--- config.mk ---
export PLATFORM = sky130hd
export DESIGN_NAME = prog_loader
export DESIGN_NICKNAME = d
export VERILOG_FILES = /design/src/rtl/isa_pkg.sv /design/src/rtl/opcode_legal.sv /design/src/rtl/prog_loader.sv
export SDC_FILE = /design/constraint.sdc
export NUM_CORES = 1
export LEC_CHECK = 0
export CAP_MARGIN = 0
export CORE_ASPECT_RATIO = 0.8
export CORE_MARGIN = 1
export CORE_UTILIZATION = 38
export DETAILED_ROUTE_END_ITERATION = 8
export PLACE_DENSITY_LB_ADDON = 0.15
export SYNTH_ARGS = -nofsm -noshare
export SYNTH_HDL_FRONTEND = slang
export SYNTH_HIERARCHICAL = 1
export SYNTH_SLANG_ARGS = --single-unit
export TNS_END_PERCENT = 1
--- constraint.sdc ---
create_clock -name clk -period 4.75 [get_ports clk]
set_input_delay 0.7125 -clock clk [delete_from_list [all_inputs] [get_ports clk]]
set_output_delay 0.7125 -clock clk [all_outputs]
set_load 0.03 [all_outputs]
--- src/rtl/isa_pkg.sv ---
// Shared ISA constants for the instruction loader and the processor decode path.
// Latency: n/a (constants only).
// Backpressure: n/a.
// Contents: opcode encodings, instruction field positions, loader error codes.
package isa_pkg;

  localparam int INSTR_W    = 16;
  localparam int OPCODE_MSB = 15;
  localparam int OPCODE_LSB = 12;
  localparam int OPCODE_W   = OPCODE_MSB - OPCODE_LSB + 1;

  localparam logic [OPCODE_W-1:0] OP_RTYPE = 4'd0;
  localparam logic [OPCODE_W-1:0] OP_ADDI  = 4'd1;
  localparam logic [OPCODE_W-1:0] OP_ANDI  = 4'd2;
  localparam logic [OPCODE_W-1:0] OP_ORI   = 4'd3;
  localparam logic [OPCODE_W-1:0] OP_NORI  = 4'd4;
  localparam logic [OPCODE_W-1:0] OP_BEQ   = 4'd5;
  localparam logic [OPCODE_W-1:0] OP_BNE   = 4'd6;
  localparam logic [OPCODE_W-1:0] OP_SLTI  = 4'd7;
  localparam logic [OPCODE_W-1:0] OP_LW    = 4'd8;
  localparam logic [OPCODE_W-1:0] OP_SW    = 4'd9;

  // Loader abort reasons reported on err_code.
  localparam logic [1:0] ERR_NONE     = 2'd0;
  localparam logic [1:0] ERR_OPCODE   = 2'd1;
  localparam logic [1:0] ERR_LENGTH   = 2'd2;
  localparam logic [1:0] ERR_CHECKSUM = 2'd3;

endpackage

--- src/rtl/opcode_legal.sv ---
// Flags whether an opcode belongs to the implemented ISA (opcode <= MAX_OPCODE).
// Latency: purely combinational.
// Backpressure: none.
// Ports: opcode (in, OPCODE_W) field under test; legal (out, 1) high for a legal opcode.
module opcode_legal
  import isa_pkg::*;
#(
  parameter int MAX_OPCODE = 9
) (
  input  logic [OPCODE_W-1:0] opcode,
  output logic                legal
);

  assign legal = (int'(opcode) <= MAX_OPCODE);

endmodule

--- src/rtl/prog_loader.sv ---
// Loads a length-prefixed byte stream of 16-bit instructions into imem, holding the CPU until done.
// Latency: one word written per >= 3 cycles (hi byte, lo byte, write cycle); all outputs registered.
// Backpressure: in_ready is high only in byte-accepting states; WRITE and terminal states stall the stream.
// Ports: clk/rst (async active-high); start pulse; in_data/in_valid/in_ready byte stream;
//        imem_we/imem_addr/imem_wdata write port; cpu_hold, done, error, err_code, words_loaded status.
// Option: define PROG_LOADER_CHECKSUM_EN to require a trailing XOR checksum byte over instruction bytes.
module prog_loader
  import isa_pkg::*;
#(
  parameter int ADDR_W     = 8,
  parameter int MAX_OPCODE = 9
) (
  input  logic               clk,
  input  logic               rst,
  input  logic               start,
  input  logic [7:0]         in_data,
  input  logic               in_valid,
  output logic               in_ready,
  output logic               imem_we,
  output logic [ADDR_W-1:0]  imem_addr,
  output logic [INSTR_W-1:0] imem_wdata,
  output logic               cpu_hold,
  output logic               done,
  output logic               error,
  output logic [1:0]         err_code,
  output logic [ADDR_W:0]    words_loaded
);

  localparam int DEPTH = 2 ** ADDR_W;

  typedef enum logic [3:0] {
    S_IDLE, S_LEN_HI, S_LEN_LO, S_INS_HI, S_INS_LO, S_WRITE, S_DONE, S_ERROR
`ifdef PROG_LOADER_CHECKSUM_EN
    , S_CHK
`endif
  } state_t;

  // State entered once the last instruction has been taken.
`ifdef PROG_LOADER_CHECKSUM_EN
  localparam state_t S_TAIL = S_CHK;
`else
  localparam state_t S_TAIL = S_DONE;
`endif

  state_t      state, state_nxt;
  logic [15:0] len;
  logic [7:0]  ins_hi;
  logic [1:0]  err_nxt;
  logic        accept_nxt;
  logic        xfer;
  logic        op_ok;
  logic        start_ok;
  logic [16:0] len_rx;
  logic [16:0] wl_inc;
`ifdef PROG_LOADER_CHECKSUM_EN
  logic [7:0]  csum;
`endif

  assign xfer     = in_valid & in_ready;
  assign start_ok = start & (state == S_IDLE || state == S_DONE || state == S_ERROR);
  assign len_rx   = {1'b0, len[15:8], in_data};
  assign wl_inc   = 17'(words_loaded) + 17'd1;

  // High byte carries the opcode in its upper nibble.
  opcode_legal #(.MAX_OPCODE(MAX_OPCODE)) u_opcode_legal (
    .opcode (in_data[7:4]),
    .legal  (op_ok)
  );

  always_ff @(posedge clk or posedge rst) begin
    if (rst) state <= S_IDLE;
    else     state <= state_nxt;
  end

  always_comb begin
    state_nxt  = state;
    err_nxt    = ERR_NONE;
    accept_nxt = 1'b0;
    case (state)
      S_IDLE, S_DONE, S_ERROR: if (start) state_nxt = S_LEN_HI;
      S_LEN_HI: if (xfer) state_nxt = S_LEN_LO;
      S_LEN_LO: begin
        if (xfer) begin
          if (len_rx == 17'd0) begin
            state_nxt = S_TAIL;
          end else if (len_rx > 17'(DEPTH)) begin
            state_nxt = S_ERROR;
            err_nxt   = ERR_LENGTH;
          end else begin
            state_nxt = S_INS_HI;
          end
        end
      end
      S_INS_HI: begin
        if (xfer) begin
          if (!op_ok) begin
            state_nxt = S_ERROR;
            err_nxt   = ERR_OPCODE;
          end else begin
            state_nxt = S_INS_LO;
          end
        end
      end
      S_INS_LO: if (xfer) state_nxt = S_WRITE;
      S_WRITE:  state_nxt = (wl_inc < {1'b0, len}) ? S_INS_HI : S_TAIL;
`ifdef PROG_LOADER_CHECKSUM_EN
      S_CHK: begin
        if (xfer) begin
          if (in_data == csum) begin
            state_nxt = S_DONE;
          end else begin
            state_nxt = S_ERROR;
            err_nxt   = ERR_CHECKSUM;
          end
        end
      end
`endif
      default: state_nxt = S_IDLE;
    endcase

    case (state_nxt)
      S_LEN_HI, S_LEN_LO, S_INS_HI, S_INS_LO: accept_nxt = 1'b1;
`ifdef PROG_LOADER_CHECKSUM_EN
      S_CHK: accept_nxt = 1'b1;
`endif
      default: accept_nxt = 1'b0;
    endcase
  end

  // Outputs are registered from the next state so they line up with the state they describe.
  always_ff @(posedge clk or posedge rst) begin
    if (rst) begin
      in_ready     <= 1'b0;
      imem_we      <= 1'b0;
      imem_addr    <= '0;
      imem_wdata   <= '0;
      cpu_hold     <= 1'b1;
      done         <= 1'b0;
      error        <= 1'b0;
      err_code     <= ERR_NONE;
      words_loaded <= '0;
      len          <= '0;
      ins_hi       <= '0;
`ifdef PROG_LOADER_CHECKSUM_EN
      csum         <= '0;
`endif
    end else begin
      in_ready <= accept_nxt;
      imem_we  <= (state_nxt == S_WRITE);
      done     <= (state_nxt == S_DONE);
      error    <= (state_nxt == S_ERROR);
      cpu_hold <= (state_nxt != S_DONE);

      if (start_ok) begin
        err_code     <= ERR_NONE;
        words_loaded <= '0;
`ifdef PROG_LOADER_CHECKSUM_EN
        csum         <= '0;
`endif
      end
      if (err_nxt != ERR_NONE) err_code <= err_nxt;

      if (xfer && state == S_LEN_HI) len[15:8] <= in_data;
      if (xfer && state == S_LEN_LO) len[7:0]  <= in_data;
      if (xfer && state == S_INS_HI) ins_hi    <= in_data;
      // Address and data are captured on the low byte so they are stable during the WRITE cycle.
      if (xfer && state == S_INS_LO) begin
        imem_addr  <= words_loaded[ADDR_W-1:0];
        imem_wdata <= {ins_hi, in_data};
      end
      if (state == S_WRITE) words_loaded <= words_loaded + {{ADDR_W{1'b0}}, 1'b1};
`ifdef PROG_LOADER_CHECKSUM_EN
      if (xfer && (state == S_INS_HI || state == S_INS_LO)) csum <= csum ^ in_data;
`endif
    end
  end

endmodule

# --- Yosys cells after proc, flatten, opt, wreduce, memory -nomap -nowiden ---
# Index checks and enable logic that the tools add are counted.
# Widths: inputs -> output; s select.
totals:
  in_bits: 12
  romBits: 0
  regBits: 68
  mem_bits_rw: 0
  mem_count: 0
  latch_bits: 0
  out_inout_bits: 40
op_classes:
  div: 0
  n_lt_le_gt_ge: 3
  mul: 0
  bitwise: 2
  n_eq_ne: 15
  n_addsub: 2
  reduce_logical: 13
  mux: 21
  n_shift: 0
ops:
  columns: ["cell", "n"]
  rows:
  - ["$eq 4x3->1 const B", 8]
  - ["$pmux 4 s6", 1]
  - ["$mux 4", 5]
  - ["$mux 9", 2]
  - ["$logic_not 17->1", 1]
  - ["$eq 4x2->1 const B", 4]
  - ["$gt 16x9->1 const B", 1]
  - ["$lt 10x16->1", 1]
  - ["$mux 2", 6]
  - ["$add 9x1->10 const B", 1]
  - ["$add 9x1->9 const B", 1]
  - ["$mux 3", 3]
  - ["$eq 4x1->1 const B", 2]
  - ["$reduce_bool 2->1", 3]
  - ["$le 4x4->1 const B", 1]
  - ["$logic_and 1x1->1", 4]
  - ["$logic_not 4->1", 1]
  - ["$ne 4x3->1 const B", 1]
  - ["$pmux 2 s2", 1]
  - ["$reduce_or 4->1", 1]
  - ["$mux 1", 3]
  - ["$reduce_or 3->1", 1]
  - ["$and 1x1->1", 2]
  - ["$logic_or 1x1->1", 2]

# --- Depth between registers and ports, before layout ---
# Gate-level depths: netlist of run 1.
depth:
  depth_word: 8
  depth_mapped: 10
  mapped_depth_nobuf: 10

# --- Modules after synthesis ---
# The synthesis of run 1 kept the hierarchy.
modules_own_cells:
  columns: ["mod", "cells_each", "instances", "area_per_inst_um2"]
  rows:
  - ["prog_loader", 274, 1, 3114.2]
  - ["opcode_legal", 1, 1, 5.0]

# --- Worst setup path after synthesis of run 1 ---
# OpenSTA, ideal clock, no wires.
synth_timing:
  path_type: "register to register"
  startpoint: "register words_loaded[4]"
  endpoint: "register cpu_hold"
  setup_ns: 0.088
  synth_period_minus_slack_ns: 2.782
  n_path_buf: 0
  stages_incl_launch_ff: 11
  slack_ns: 1.968
  t_arrival_ns: 2.694
  cell_sequence: "dfrtp_1 -> and3_1 -> and3_1 -> and3_1 -> xor2_1 -> ha_1 -> nand4_1 -> nor3_1 -> o221ai_2 -> a211o_1 -> or3_1"
synth_via:
  elab_chain_cells: 5
synth_rtl:
  columns: ["element", "line_no", "text"]
  rows:
  - ["from (decl)", "prog_loader.sv:26", "output logic [ADDR_W:0] words_loaded"]
  - ["from (signal assigned)", "prog_loader.sv:171", "if (state == S_WRITE) words_loaded <= words_loaded + {{ADDR_W{1'b0}}, 1'b1};"]
  - ["$add 9x1->10", "prog_loader.sv:62", "assign wl_inc = 17'(words_loaded) + 17'd1;"]
  - ["$lt 10x16->1", "prog_loader.sv:105", "S_WRITE: state_nxt = (wl_inc < {1'b0, len}) ? S_INS_HI : S_TAIL;"]
  - ["$mux 3", "prog_loader.sv:105", null]
  - ["$pmux 4 s6", "prog_loader.sv:79", "case (state)"]
  - ["via state_nxt[0]", "prog_loader.sv:45", "state_t state, state_nxt;"]
  - ["$ne 4x3->1", "prog_loader.sv:152", "cpu_hold <= (state_nxt != S_DONE);"]
  - ["to (signal assigned)", "prog_loader.sv:152", null]
  - ["to (decl)", "prog_loader.sv:22", "output logic cpu_hold,"]
# The timed path passes the listed nets, and every way through them passes these cells.
# A chain may end at the register's enable or synchronous reset.

# --- Worst setup path after layout of run 1 ---
layout_timing:
  startpoint: "register words_loaded[2]"
  endpoint: "register cpu_hold"
layout_via:
  elab_chain_cells: 5
layout_rtl:
  columns: ["element", "line_no"]
  rows:
  - ["$add 9x1->10", "prog_loader.sv:62"]
  - ["$lt 10x16->1", "prog_loader.sv:105"]
  - ["$mux 3", "prog_loader.sv:105"]
  - ["$pmux 4 s6", "prog_loader.sv:79"]
  - ["$ne 4x3->1", "prog_loader.sv:152"]
# No other way between the ends.

==> results of run 1 <==
## power groups by stage
stage	Clock, µW	Combinational [µW]	Sequential (µW)
6_report	517	392	771
5_1_grt	558	433	788
4_1_cts	534	398	771
3_5_place_dp	0	397	780
3_3_place_gp	0	389	778
2_1_floorplan	0	244	806
## per-stage QoR
step                      total power (µW)   util  setup WS, ns  area, µm²  instances
final                                 1680  0.499          1.82       3960        444
after global routing                  1780  0.499          1.59       3960        444
after CTS                             1700  0.499          1.82       3960        444
after detailed placement              1180  0.472          1.72       3750        428
after global placement                1170  0.472          1.78       3750        428
after floorplan                       1050      -          1.97       3120        275
## cell families after synthesis
| logic type | Yosys count | synth area share |
|---|---|---|
| and+or+nand+nor | 97 | 0.155 |
| buffers and inverters | 22 | 0.0273 |
| muxes | 39 | 0.141 |
| DFF | 68 | 0.546 |
| other | 1 | 0.00120 |
| xor gates and xnor gates | 8 | 0.0225 |
| AOI/OAI and AO/OA | 30 | 0.0670 |
| adders and majority gates | 10 | 0.0401 |
## area by class of cell
cell class | count | area share
Clock buffer | 9 | 0.0313
Clock inverter | 7 | 0.0231
Inverter | 14 | 0.0133
Multi-Input combinational cell | 185 | 0.336
Sequential cell | 68 | 0.430
Tap cell | 108 | 0.0341
Timing Repair Buffer | 53 | 0.133
## state kept, by name, indices dropped and copies added, names as in the netlist
signal	flops
imem_we	1
cpu_hold	1
imem_wdata	16
len	16
words_loaded	9
imem_addr	8
in_ready	1
state	4
err_code	2
ins_hi	8
done	1
error	1
## Yosys cell counts, types with 4 or more instances
cell type and count:
dfrtp_1 67, ha_1 10, nand3_1 12, and3_1 6, nor2b_1 4, clkbuf_1 6
inv_1 13, nor2_1 4, o21ai_0 11, xor2_1 5, mux2_2 39, nand2_1 51
## per-layer routing
layer  vias up  track usage  wire, µm
li1       1070            -         -
met1      1074        0.240      3220
met2        57        0.232      2770
met3        14       0.0480       323
met4         0       0.0691       123
met5         -            0         0
## path summary, 6_finish.rpt
kind,startpoint,to,cells past startpoint
max,words_loaded[2],cpu_hold,10
min reg2reg,ins_hi[7],imem_wdata[15],2
min,ins_hi[7],imem_wdata[15],2
min in group asynchronous,rst,imem_we,2
max in group asynchronous,rst,cpu_hold,3
max reg2reg,words_loaded[2],cpu_hold,10
## worst reg2reg max path: stages (launching register included)
cell      delay (ns)
dfrtp_1         0.49
and3_1          0.22
and3_1          0.25
and3_1          0.25
xor2_1          0.09
ha_1            0.32
nand4_1         0.10
nor3_1          0.29
o221ai_2        0.14
o2111a_1        0.32
or3_1           0.39
==> flow_summary_export.csv, run 1 <==
group,metric,value,unit
critical_path,crit_type,"flop to flop",
worst_hold_path,min_path_type,"flop to flop",
sta,setup-tns-final,0,ns
floorplan,start_util,0.393,
global_route,grt.total_usage,0.166,
floorplan,core,0.00795,mm²
cells_and_area,final_cell_mix,"dfrtp_1, nand2_1, clkdlybuf4s50_1, mux2_2",
logic_synthesis,synth_area_leader_cell,"dfrtp_1",
cells_and_area,seqCellArea,0.00170,mm²
sta,slew_violations,0,
cells_and_area,fillers,735,
routing,ant_nets,0,
outcome,outcome,"finished, final reports clean",
routing,wirelength,6440,µm
cells_and_area,drive_above_1_share,0.193,
clocking,clk_latency,0.35,ns
clocking,hold_buffers,0,
logic_synthesis,synth_edf_count,0,
sta,tightest_slew,0.869,ns
global_route,antenna_found_initial,0,
critical_path,crit_family,"simple AND/OR/NAND/NOR gates",
logic_synthesis,synth.net_count,297,
critical_path,cp.arrival,3.20,ns
global_route,grt-ovfl-total,0,
pwr,seq_power_share,0.459,
clocking,htreeDepth,3,
routing,dr.pass1.iters,4,
logic_synthesis,synth.top_cell.area_share,0.538,
logic_synthesis,synth_warnings,6,
critical_path,required,5.02,ns
pwr,clkPwrFrac,0.308,
routing,viasPerCell,4.99,
place,io_buffers,51,
critical_path,slowest_delay,0.49,ns
clocking,cts_tree,"built",
logic_synthesis,synth_cell_types,44,
pwr,sw_frac_of_total,0.301,
pwr,ir_drop,0.000207,V
sta,fin_crit_sh,0.618,
logic_synthesis,synth_cells,275,
logic_synthesis,syn_area,0.00312,mm²
logic_synthesis,syn_area_per_cell,11.3,µm²
sta,period_needed,2.93,ns
cells_and_area,area_growth,27.0,%
sta,timing.fmax,341,MHz
sta,hold_viol_final,0,
floorplan,die-height,83.0,µm
critical_path,end_kind,"flop",
routing,wl_per_cell,14.5,µm
cells_and_area,diodes,0,
critical_path,start_kind,"flop",
sta,finalHoldWorstSlack,0.462,ns
routing,num_vias,2215,
floorplan,rows,29,
pwr,p_sw,505,µW
critical_path,cp_max_fo,8,
cells_and_area,final_common_cell,"dfrtp_1",
sta,clock_skew,0.00962,ns
critical_path,rrSetupSlack,1.82,ns
routing,drcViolationCount,0,
floorplan,num_io_pins,52,
routing,drt_iter0_markers,88,
critical_path,crit_chain,"and3_1 -> and3_1 -> and3_1 -> xor2_1 -> ha_1 -> nand4_1 -> nor3_1 -> o221ai_2 -> o2111a_1 -> or3_1",
clocking,postCtsSetupRepairBufs,0,
cells_and_area,multi_input_area,0.00133,mm²
clocking,clk_path_buf_depth,2,
clocking,clk_pin_slew_worst_paths,0.07,ns
pwr,comb_power_share,0.234,
floorplan,die_w,103,µm
global_route,grt_pass1_wl,10600,µm
job,drv_cap,0,
logic_synthesis,ys_top_cells_by_area,"dfrtp_1, mux2_2, nand2_1",
floorplan,die_area,0.00858,mm²
cells_and_area,layout.nets,353,
critical_path,path_buf_inv,0,
clocking,cts_root_buf,"clkbuf_8",
clocking,clock-sinks,68,
global_route,grt_pass1_vias,2052,
pwr,p_leak,0.00190,µW
logic_synthesis,synth-main-ff-cell,"dfrtp_1",
critical_path,path_common_cell,"and3_1",
place,place_hpwl,4590,µm
clocking,cts_buffers,9,
sta,rsz0062_at_grt,"false",
place,gp_congestion,0.795,
logic_synthesis,async_flop_share,1.00,
clocking,cts-resized-gates,0,
logic_synthesis,yosysSeqAreaShare,0.546,
pwr,power_density,424,mW/mm²
sta,maxSlewHeadroom,0.420,
sta,finalSetupViolations,0,
critical_path,cp_slowest_cell,"dfrtp_1",
global_route,grt_max_degree,43,
logic_synthesis,ys_seq_elements,68,
pwr,p_int,1170,µW
(Power assumes the default switching activity.)
==> run 2: changes to the inputs <==
Clock period 4.75 ns to 2.8 ns, I/O delays scaled along.
==> run 2 against run 1 <==
- hold slack worse by 0.00094 ns
- global-route usage is 1.2 points higher
- non-clock buffer count rose by 12
- largest cell class unchanged
- highest routed layer unchanged
- cell count increased by 2.5%
- fmax up 10%
- sequential power rose by 70%
- core utilization rose by 0.91 points
- critical path depth shrank 1
- power rose by 62%
- count of clock-buffer cells in the layout grew 4
- first-iteration DRC count increased by 2.3%
- register-to-register slack worse by 1.7 ns
- critical path type unchanged
==> flow_summary_export.csv, run 2 (synthesized netlist as in run 1, its figures left out) <==
group,metric,value,unit
outcome,outcome,"finished, final reports clean",
clocking,postCtsSetupRepairBufs,0,
pwr,ir_drop,0.000392,V
clocking,clk_latency,0.34,ns
pwr,clkPwrFrac,0.261,
place,place_hpwl,4610,µm
routing,viasPerCell,4.94,
cells_and_area,diodes,0,
floorplan,die_w,103,µm
pwr,sw_frac_of_total,0.309,
clocking,cts_buffers,9,
clocking,htreeDepth,3,
place,gp_congestion,0.814,
floorplan,rows,29,
clocking,cts_tree,"built",
routing,dr.pass1.iters,4,
cells_and_area,layout.nets,365,
pwr,power_density,674,mW/mm²
global_route,grt.total_usage,0.178,
clocking,clk_pin_slew_worst_paths,0.07,ns
sta,period_needed,2.66,ns
floorplan,num_io_pins,52,
critical_path,required,3.06,ns
critical_path,cp_max_fo,6,
critical_path,crit_type,"flop to flop",
sta,fin_crit_sh,0.952,
cells_and_area,post-route-util,0.508,
critical_path,cp.arrival,2.92,ns
critical_path,r2r_start,"words_loaded[1]",
sta,tightest_slew,0.538,ns
clocking,clk_path_buf_depth,2,
place,dpl-instance-area,0.00385,mm²
cells_and_area,area_growth,29.4,%
sta,finalSetupViolations,0,
routing,wirelength,6570,µm
global_route,grt_max_degree,69,
global_route,grt_pass1_vias,2249,
worst_hold_path,min_path_type,"input pin to asynchronous set/reset pin",
pwr,p_int,1880,µW
cells_and_area,final_cell_mix,"dfrtp_1, nand2_1, clkdlybuf4s50_1, mux2_2, buf_4",
sta,maxSlewHeadroom,0.632,
clocking,clock-sinks,68,
floorplan,core,0.00795,mm²
clocking,cts_root_buf,"clkbuf_8",
routing,num_vias,2247,
pwr,seq_power_share,0.480,
pwr,comb_power_share,0.258,
pwr,p_leak,0.00194,µW
floorplan,die_area,0.00858,mm²
clocking,cts-resized-gates,0,
routing,drcViolationCount,0,
sta,setup-tns-final,0,ns
global_route,antenna_found_initial,0,
sta,hold_viol_final,0,
sta,clock_skew,0.00341,ns
sta,slew_violations,0,
global_route,grt_pass1_wl,11300,µm
routing,ant_nets,0,
sta,rsz0062_at_grt,"false",
critical_path,rrSetupSlack,0.14,ns
cells_and_area,final_common_cell,"dfrtp_1",
global_route,grt-ovfl-total,0,
sta,timing.fmax,375,MHz
routing,wl_per_cell,14.4,µm
floorplan,die-height,83.0,µm
critical_path,rr_endpoint,"cpu_hold",
floorplan,start_util,0.393,
critical_path,end_kind,"flop",
cells_and_area,drive_above_1_share,0.225,
cells_and_area,reg_top3,"imem_wdata: 16 flops, len: 16 flops, words_loaded: 9 flops",
cells_and_area,finish.instance_area,0.00404,mm²
critical_path,start_kind,"flop",
routing,drt_iter0_markers,90,
job,drv_cap,0,
pwr,p_sw,840,µW
critical_path,ff2ff_path_depth,9,
place,io_buffers,51,
clocking,hold_buffers,0,
-- run 2: worst max-delay path by stage --
stage          slack, ns       startpoint  endpoint
4_1_cts             0.01  words_loaded[4]  cpu_hold
3_5_place_dp        0.03  words_loaded[4]  cpu_hold
3_3_place_gp        0.13  words_loaded[4]  cpu_hold
2_1_floorplan       0.02  words_loaded[4]  cpu_hold
6_report            0.14  words_loaded[1]  cpu_hold
5_1_grt             0.01  words_loaded[1]  cpu_hold
-- run 2: power groups by stage --
stage          Clock [µW]  Sequential [µW]  Combinational, µW
2_1_floorplan           0             1370                413
3_3_place_gp            0             1320                683
3_5_place_dp            0             1320                699
4_1_cts               738             1310                701
5_1_grt               783             1330                778
6_report              710             1310                703
-- run 2: layout make-up --
type	count	area [µm²]
repair buffers	65	628
clock inverters	2	10.0
fillers	737	3910
flip-flops and latches	68	1700
clock buffers	13	159
inverters	14	52.6
multi-input cells	185	1350
well taps	108	135
-- run 2: worst max-delay path: stages (launching register included) --
cell and delay (ns):
dfrtp_1 0.44, ha_1 0.26, and3_1 0.24, xor2_1 0.16, ha_1 0.32, nand4_1 0.13
nor3_2 0.22, o221ai_2 0.14, o2111a_2 0.30, or3_1 0.37
-- run 2: stage by stage --
stage	hold slack [ns]	cells	power, µW	worst slack [ns]
2_1_floorplan	0.433	275	1780	0.0176
3_3_place_gp	0.444	440	2000	0.132
3_5_place_dp	0.451	440	2020	0.0320
4_1_cts	0.469	455	2750	0.0110
5_1_grt	0.495	455	2890	0.0121
6_report	0.461	455	2720	0.136
-- run 2: layer usage --
layer | wire [µm] | up-vias | share of wire | GRT usage
li1 | - | 1086 | - | -
met1 | 3300 | 1102 | 0.50 | 0.256
met2 | 2870 | 52 | 0.44 | 0.251
met3 | 324 | 7 | 0.049 | 0.0623
met4 | 76 | 0 | 0.012 | 0.0538
met5 | 0 | - | 0 | 0
==> run 3: changes to the inputs <==
Settings changed: GPL_TIMING_DRIVEN set to 0.
==> run 3 against run 2 <==
- sequential power is essentially flat
- cell count down 0.22%
- clock power grew 27%
- non-clock buffer count decreased by 2
- routed wire length shrank 1.1%
- power grew 6.6%
- register-to-register slack worse by 0.11 ns
- critical path depth increased by 1
- hold slack gained 0.0085 ns
- fmax fell by 4.0%
- die area is the same
- highest routed layer unchanged
==> flow_summary_export.csv, run 3 (synthesized netlist as in run 1, its figures left out) <==
group,metric,value,unit
outcome,outcome,"finished, final reports clean",
clocking,htreeDepth,3,
clocking,clk_path_buf_depth,2,
cells_and_area,area_growth,30.1,%
critical_path,r2r_start,"words_loaded[3]",
sta,setup-tns-final,0,ns
sta,fin_crit_sh,0.991,
critical_path,slowest_delay,0.45,ns
sta,maxSlewHeadroom,0.429,
sta,rsz0062_at_grt,"true",
pwr,p_leak,0.00191,µW
routing,num_vias,2230,
pwr,ir_drop,0.000391,V
clocking,clock-sinks,68,
global_route,grt_pass1_vias,2259,
place,place_hpwl,4460,µm
worst_hold_path,whs_endpoint,"imem_wdata[10]",
sta,timing.fmax,360,MHz
floorplan,num_io_pins,52,
cells_and_area,final_common_cell,"dfrtp_1",
place,dpl-instance-area,0.00377,mm²
worst_hold_path,min_from,"ins_hi[2]",
routing,wl_met2,2810,µm
cells_and_area,fillers,725,
routing,wirelength,6500,µm
critical_path,path_common_cell,"and3_4",
place,gp_congestion,0.767,
floorplan,start_util,0.393,
clocking,cts_root_buf,"clkbuf_8",
critical_path,start_kind,"flop",
critical_path,cp_max_fo,6,
sta,slew_violations,0,
critical_path,crit_chain,"and3_4 -> and3_4 -> and3_4 -> xor2_2 -> ha_1 -> nand4_1 -> nor3_2 -> o221ai_2 -> a211o_1 -> or3_1",
routing,ant_nets,0,
clocking,clk_latency,0.35,ns
cells_and_area,finish.instance_area,0.00406,mm²
global_route,grt_pass1_wl,11000,µm
critical_path,path_buf_inv,0,
sta,hold_viol_final,0,
sta,finalSetupViolations,0,
cells_and_area,layout.nets,363,
floorplan,die_area,0.00858,mm²
global_route,grt.total_usage,0.170,
routing,wl_per_cell,14.3,µm
sta,clock_skew,0.0150,ns
critical_path,cp.arrival,3.04,ns
critical_path,crit_type,"flop to flop",
worst_hold_path,min_path_type,"flop to flop",
cells_and_area,diodes,0,
critical_path,cp_slowest_cell,"dfrtp_2",
job,drv_cap,0,
sta,tightest_slew,0.856,ns
clocking,clk_pin_slew_worst_paths,0.08,ns
floorplan,core,0.00795,mm²
worst_hold_path,whs_path_depth,2,
place,io_buffers,51,
floorplan,rows,29,
critical_path,crit_family,"simple AND/OR/NAND/NOR gates",
clocking,cts_buffers,9,
global_route,grt_max_degree,69,
critical_path,rrSetupSlack,0.03,ns
routing,drcViolationCount,0,
cells_and_area,reg_top3,"imem_wdata: 16 flops, len: 16 flops, words_loaded: 9 flops",
routing,drt_iter0_markers,68,
critical_path,required,3.06,ns
floorplan,die-height,83.0,µm
routing,dr.pass1.iters,4,
routing,wl_met1,3320,µm
clocking,cts_tree,"built",
critical_path,end_kind,"flop",
routing,highest_layer,"met4",
floorplan,die_w,103,µm
pwr,power_density,714,mW/mm²
clocking,hold_buffers,0,
global_route,grt-ovfl-total,0,
routing,viasPerCell,4.91,
cells_and_area,drive_above_1_share,0.228,
critical_path,rr_endpoint,"cpu_hold",
sta,period_needed,2.77,ns
routing,wl_met3,262,µm
global_route,antenna_found_initial,0,
cells_and_area,final_cell_mix,"dfrtp_1, nand2_1, clkdlybuf4s50_1, mux2_2",
critical_path,ff2ff_path_depth,10,
-- run 3: cell types whose count changed in the layout (fill, tap and decap cells not counted), sizes merged --
cell,delta
inv,+1
clkinv,+1
clkinvlp,+1
bufinv,+2
clkbuf,+2
buf,-8
-- run 3: layer usage --
metal / up-vias / global-route usage
met5: - / 0
met4: 0 / 0.0640
met3: 9 / 0.0446
met2: 54 / 0.252
met1: 1082 / 0.239
li1: 1085 / -
-- run 3: through the flow --
stage	setup WS, ns	hold slack [ns]	total power, µW	instances	utilization
floorplan	0.0176	0.433	1780	275	-
detailed placement	-0.146	0.448	2000	434	0.474
finish	0.0253	0.470	2900	454	0.511
CTS	0.0405	0.469	2920	450	0.504
global placement	-0.546	0.442	1980	434	0.474
global route	-0.0955	0.503	3060	454	0.511
-- run 3: report_power, final --
group,total [µW],switching [µW],leakage [µW],internal (µW)
sequential,1290,125,0.000916,1170
clock,903,397,0.000110,505
combinational,705,361,0.000888,344
-- run 3: how the worst max path moves through the flow --
stage,start,end,slack (ns),cells past startpoint
2_1_floorplan,words_loaded[4],cpu_hold,0.02,10
3_3_place_gp,rst,state[2],-0.55,2
3_5_place_dp,words_loaded[2],cpu_hold,-0.15,10
4_1_cts,words_loaded[4],cpu_hold,0.04,10
5_1_grt,words_loaded[3],cpu_hold,-0.1,10
6_report,words_loaded[3],cpu_hold,0.03,10
-- run 3: worst register-to-register path: stages (launching register included) --
cell      delay, ns
dfrtp_2        0.45
and3_4         0.19
and3_4         0.19
and3_4         0.20
xor2_2         0.14
ha_1           0.33
nand4_1        0.11
nor3_2         0.24
o221ai_2       0.15
a211o_1        0.34
or3_1          0.35
-- run 3: repair_timing --
action,4_1_cts,5_1_grt
cloned,0,0
gates resized for setup,5,6
pin swaps,2,5
setup endpoints to repair,4,5
setup buffers,0,4
-- run 3: layout make-up --
type / instances / area [µm²] / share of cell area
multi-input combinational: 185 / 1370 / 0.337
buffer: 8 / 32.5 / 0.00801
timing repair buffer: 55 / 541 / 0.133
inverter: 14 / 55.1 / 0.0136
sequential: 68 / 1710 / 0.420
clock inverter: 7 / 98.8 / 0.0244
tap: 108 / 135 / 0.0333
clock buffer: 9 / 124 / 0.0305
